<file path="src/rtl/ov7670_capture.sv">
// OV7670 pixel capture: oversamples the camera bus on clk, pairs bytes into RGB565
// words and emits frame-buffer writes. Optional 2:1 decimation via OV7670_DECIMATE_EN.
module ov7670_capture #(
  parameter int H_PIXELS = 640,
  parameter int V_LINES  = 480,
  parameter int ADDR_W   = 19
) (
  input  logic              clk,
  input  logic              resetn,
  input  logic              enable,
  input  logic              pclk,
  input  logic              vsync,
  input  logic              href,
  input  logic [7:0]        d,
  output logic              we,
  output logic [ADDR_W-1:0] addr,
  output logic [15:0]       dout,
  output logic              frame_done,
  output logic              overflow
);

`ifdef OV7670_DECIMATE_EN
  localparam int FRAME_PIXELS = H_PIXELS * V_LINES / 4;
`else
  localparam int FRAME_PIXELS = H_PIXELS * V_LINES;
`endif
  localparam logic [ADDR_W-1:0] LAST_ADDR = ADDR_W'(FRAME_PIXELS - 1);

  typedef enum logic [1:0] {IDLE, WAIT_FRAME, ACTIVE} state_t;

  state_t      state;
  logic [2:0]  pclk_sr, vsync_sr, href_sr;
  logic [7:0]  d_s1, d_s2, d_q;
  logic        pclk_rise, vs_rise, vs_fall, vs_q, href_q;
  logic        phase, wrote, full, keep_pixel;
  logic [7:0]  hi;

  // Edge detection is registered so the byte, href and vsync seen by the FSM
  // all come from the same sample of the camera bus.
  always_ff @(posedge clk) begin
    if (!resetn) begin
      pclk_sr   <= '0;
      vsync_sr  <= '0;
      href_sr   <= '0;
      d_s1      <= '0;
      d_s2      <= '0;
      d_q       <= '0;
      pclk_rise <= 1'b0;
      vs_rise   <= 1'b0;
      vs_fall   <= 1'b0;
      vs_q      <= 1'b0;
      href_q    <= 1'b0;
    end else begin
      pclk_sr   <= {pclk_sr[1:0], pclk};
      vsync_sr  <= {vsync_sr[1:0], vsync};
      href_sr   <= {href_sr[1:0], href};
      d_s1      <= d;
      d_s2      <= d_s1;
      d_q       <= d_s2;
      pclk_rise <= pclk_sr[1] & ~pclk_sr[2];
      vs_rise   <= vsync_sr[1] & ~vsync_sr[2];
      vs_fall   <= ~vsync_sr[1] & vsync_sr[2];
      vs_q      <= vsync_sr[1];
      href_q    <= href_sr[1];
    end
  end

`ifdef OV7670_DECIMATE_EN
  logic href_q2, line_odd, pix_odd;

  always_ff @(posedge clk) begin
    if (!resetn) href_q2 <= 1'b0;
    else         href_q2 <= href_q;
  end

  always_comb keep_pixel = ~(line_odd | pix_odd);
`else
  always_comb keep_pixel = 1'b1;
`endif

  always_ff @(posedge clk) begin
    if (!resetn) begin
      state      <= IDLE;
      we         <= 1'b0;
      addr       <= '0;
      dout       <= '0;
      frame_done <= 1'b0;
      overflow   <= 1'b0;
      phase      <= 1'b0;
      hi         <= '0;
      wrote      <= 1'b0;
      full       <= 1'b0;
`ifdef OV7670_DECIMATE_EN
      line_odd   <= 1'b0;
      pix_odd    <= 1'b0;
`endif
    end else begin
      we         <= 1'b0;
      frame_done <= 1'b0;
      // Advance after each write; the last address is held and marked full.
      if (we) begin
        if (addr == LAST_ADDR) full <= 1'b1;
        else                   addr <= addr + 1'b1;
      end
      case (state)
        IDLE: begin
          phase <= 1'b0;
          if (enable && vs_rise) state <= WAIT_FRAME;
        end
        WAIT_FRAME: begin
          addr     <= '0;
          overflow <= 1'b0;
          phase    <= 1'b0;
          wrote    <= 1'b0;
          full     <= 1'b0;
`ifdef OV7670_DECIMATE_EN
          line_odd <= 1'b0;
`endif
          if (vs_fall) state <= ACTIVE;
        end
        ACTIVE: begin
          if (vs_rise) begin
            frame_done <= wrote;
            phase      <= 1'b0;
            state      <= enable ? WAIT_FRAME : IDLE;
          end else if (!href_q || vs_q) begin
            phase <= 1'b0;
          end else if (pclk_rise) begin
            if (!phase) begin
              hi    <= d_q;
              phase <= 1'b1;
            end else begin
              phase <= 1'b0;
              if (keep_pixel) begin
                if (full) begin
                  overflow <= 1'b1;
                end else begin
                  we    <= 1'b1;
                  dout  <= {hi, d_q};
                  wrote <= 1'b1;
                end
              end
`ifdef OV7670_DECIMATE_EN
              pix_odd <= ~pix_odd;
`endif
            end
          end
`ifdef OV7670_DECIMATE_EN
          if (href_q && !href_q2) pix_odd  <= 1'b0;
          if (!href_q && href_q2) line_odd <= ~line_odd;
`endif
        end
        default: state <= IDLE;
      endcase
    end
  end

endmodule

</file>
<file path="config.mk">
export PLATFORM = sky130hd
export DESIGN_NAME = ov7670_capture
export DESIGN_NICKNAME = d
export VERILOG_FILES = /design/src/rtl/ov7670_capture.sv
export SDC_FILE = /design/constraint.sdc
export NUM_CORES = 1
export LEC_CHECK = 0
export CAP_MARGIN = 20
export CORE_MARGIN = 8
export CORE_UTILIZATION = 50
export DETAILED_ROUTE_END_ITERATION = 10
export PLACE_DENSITY = 0.74
export SLEW_MARGIN = 20
export SYNTH_ARGS = -nofsm -noshare
export SYNTH_HDL_FRONTEND = slang
export SYNTH_SLANG_ARGS = --single-unit
</file>
<file path="constraint.sdc">
create_clock -name clk -period 1.9 [get_ports clk]
set_input_delay 0.285 -clock clk [delete_from_list [all_inputs] [get_ports clk]]
set_output_delay 0.285 -clock clk [all_outputs]
set_load 0.02 [all_outputs]
</file>
==> results of run 1 <==
## stage by stage
stage                     area (sq um)  util (%)
after floorplan                   3160         -
after global placement            3740      59.9
after detailed placement          3740      59.9
after CTS                         3970      63.6
after global routing              3970      63.6
final                             3970      63.6
## cell usage in the layout, fill, tap and decap left out, drive strengths merged, types with 2 or more instances in the layout
cell,instances
or3,14
a21oi,16
bufinv,2
and4,4
clkdlybuf4s50,51
inv,6
nand2,19
dfxtp,87
mux2i,32
nand4,10
and2,35
nor2,31
o21ai,9
nor3b,3
clkinv,2
clkbuf,9
buf,8
nand3,8
and3,3
nor2b,6
## kinds of logic (layout without fill, tap and decap cells)
| logic type | count (synthesis) | after routing | share of synthesized area, % |
|---|---|---|---|
| and+or+nand+nor | 138 | 138 | 24.5 |
| DFF | 87 | 87 | 55.2 |
| AOI/OAI and AO/OA | 35 | 35 | 6.66 |
| muxes | 32 | 32 | 10.1 |
| buffers and inverters | 20 | 79 | 3.17 |
| adders and majority gates | 1 | 1 | 0.396 |
## per-layer routing
layer | GRT usage (%) | vias to the layer above | wire (microns)
met4 | 9.22 | 0 | 164
met1 | 17.0 | 1047 | 2740
met3 | 4.02 | 13 | 370
li1 | - | 1191 | -
met2 | 21.2 | 53 | 2590
met5 | 0 | - | 0
## cell usage after synthesis, types with 3 or more instances
library cell / n
nand2_1: 19
and3_1: 3
clkbuf_1: 10
nor2b_1: 6
and4_1: 3
dfxtp_1: 87
nand3_1: 8
and2_1: 35
o21ai_0: 9
inv_1: 4
a21oi_1: 16
or3_1: 14
nor2_1: 31
nand4_1: 8
mux2i_1: 32
## power by group
group	internal, mW	total (mW)	switching [mW]
clock	0.758	1.42	0.665
sequential	1.85	1.86	0.00885
combinational	0.0514	0.0952	0.0438
## sequential cells by signal, indices dropped and copies added (netlist names), 2 cells and up
signal	flops
d_s2	8
dout	16
addr	19
state	2
d_q	8
href_sr	2
pclk_sr	3
hi	8
vsync_sr	2
d_s1	8
## critical path, cell delays in order (launching register included)
cell	delay, ns
dfxtp_1	0.36
buf_4	0.17
clkdlybuf4s50_1	0.61
## how the worst max path moves through the flow
stage	from	to
after floorplan	we$_SDFF_PP0_	addr[14]$_SDFFE_PP0P_
after global placement	addr[8]$_SDFFE_PP0P_	addr[1]$_SDFFE_PP0P_
after detailed placement	addr[8]$_SDFFE_PP0P_	addr[1]$_SDFFE_PP0P_
after CTS	we$_SDFF_PP0_	we
after global routing	addr[3]$_SDFFE_PP0P_	addr[15]$_SDFFE_PP0P_
final	we$_SDFF_PP0_	we
## final cells by class
cell class,count,area share (%)
repair buffers,59,14.4
inverters,4,0.378
clock inverters,7,2.65
clock buffers,9,3.12
well taps,77,2.43
flip-flops and latches,87,43.9
multi-input cells,206,33.2
==> reports/results.ini, run 1 <==
[clock_tree]
htreeDepth = 3
cts_sinks = 87
tritoncts = yes
numCtsBuffers = 9
root_buffer = clkbuf_8
clockBufferDepth = 2
hold_buffers = 0
clock_latency_ns = 0.35
cts_resized = 0
cts_setup_buffers = 0
path_clk_slew_ns = 0.08

[sta]
slew_headroom_pct = 71.9
worst_pin_slew_ns = 0.421
fin_ws_ns = 0.119
post-route-period-util_pct = 93.7
period_needed_ns = 1.78
hold_slack_ns = 0.391
slew_viol_final = 0
setup_viol = 0
finClkSkew_ns = 0.00995
rsz0062_at_grt = no
hold_viol = 0
timing.fmax_mhz = 561
tns_ns = 0

[yosys]
yosysWarnings = 0
synth_area_leaders = dfxtp_1 (55%), mux2i_1 (10%), and2_1 (6.9%), nor2_1 (3.7%), or3_1 (2.8%)
avgSynthCellArea_sq_um = 10.1
synth-edff-count = 0
mappedNetlistArea_sq_um = 3160
async_flop_share_pct = 0
yosysSeqAreaShare_pct = 55.2
ys_ff_latch = 87
synthDistinctLibCells = 38
synth_area_leader_cell = dfxtp_1
synth_top_area_share_pct = 55.2
syn-instance-count = 313
ys.flop_type = dfxtp_1
syn-num-nets = 328

[place]
place_inst = 433
gp_congestion = 0.805
dp_slack_ns = 0.157
hpwl_mm = 4.11
port-buffer-count = 51

[floorplanning]
core_sq_um = 6240
rows = 29
dieArea_sq_um = 9110
io_pins = 52
die_x_microns = 95.5
floorplan.initialDensity_pct = 50.6
die_y_microns = 95.5

[min_path]
hp-class = flip-flop to flip-flop
hold_path.startpoint = pclk_sr[2]$_SDFF_PN0_
holdPathStages = 1
hold_end = pclk_rise$_SDFF_PN0_

[worst_setup_path]
cp.arrival_ns = 1.50
worstPathRequired_ns = 1.62
path_max_fanout = 9
reg2reg_from = addr[3]$_SDFFE_PP0P_
worst-setup-path-type = flip-flop to output port
reg2reg_slack_ns = 0.18
r2r-end = addr[15]$_SDFFE_PP0P_
reg2reg_depth = 4
critPathLaunchType = flip-flop
worstSetupEndpointType = output port

[global_route]
grt_use_total_pct = 14.0
grt_antenna_before_repair = 0
grt_pass1_vias = 2202
grt_max_degree = 38
grt_pass1_wl_mm = 10.0
grt-ovfl-total = 0

[power]
ir_worst_vdd_mv = 0.578
p_leak_nw = 1.66
finalPower_mw = 3.38
power_density_nw_per_um2 = 851

[layout]
instances_no_fill = 449
layout-drive-gt1-share_pct = 7.80
n_fill_cell = 522
n_antenna_cell = 0
multi_input_area_sq_um = 1320
fin_nets = 382
syn2layout_area_growth_pct = 25.7
seq_area_sq_um = 1740

[routing]
drc = 0
first_pass_iters = 4
via_per_inst = 5.13
vias = 2304
ant_nets = 0
wirelength_mm = 5.87
routedWlPerCell_microns = 13.1
drt-initial-drc-count = 103

[status]
status = finished, final reports clean

[job]
drv_cap = 0

Power figures use the tool's default switching activity.
==> inputs of run 2 (changes only) <==
- SKIP_LAST_GASP: unset -> 1
==> results of run 2 <==
No change in the layout: final DEF, timing and power equal those of run 1.
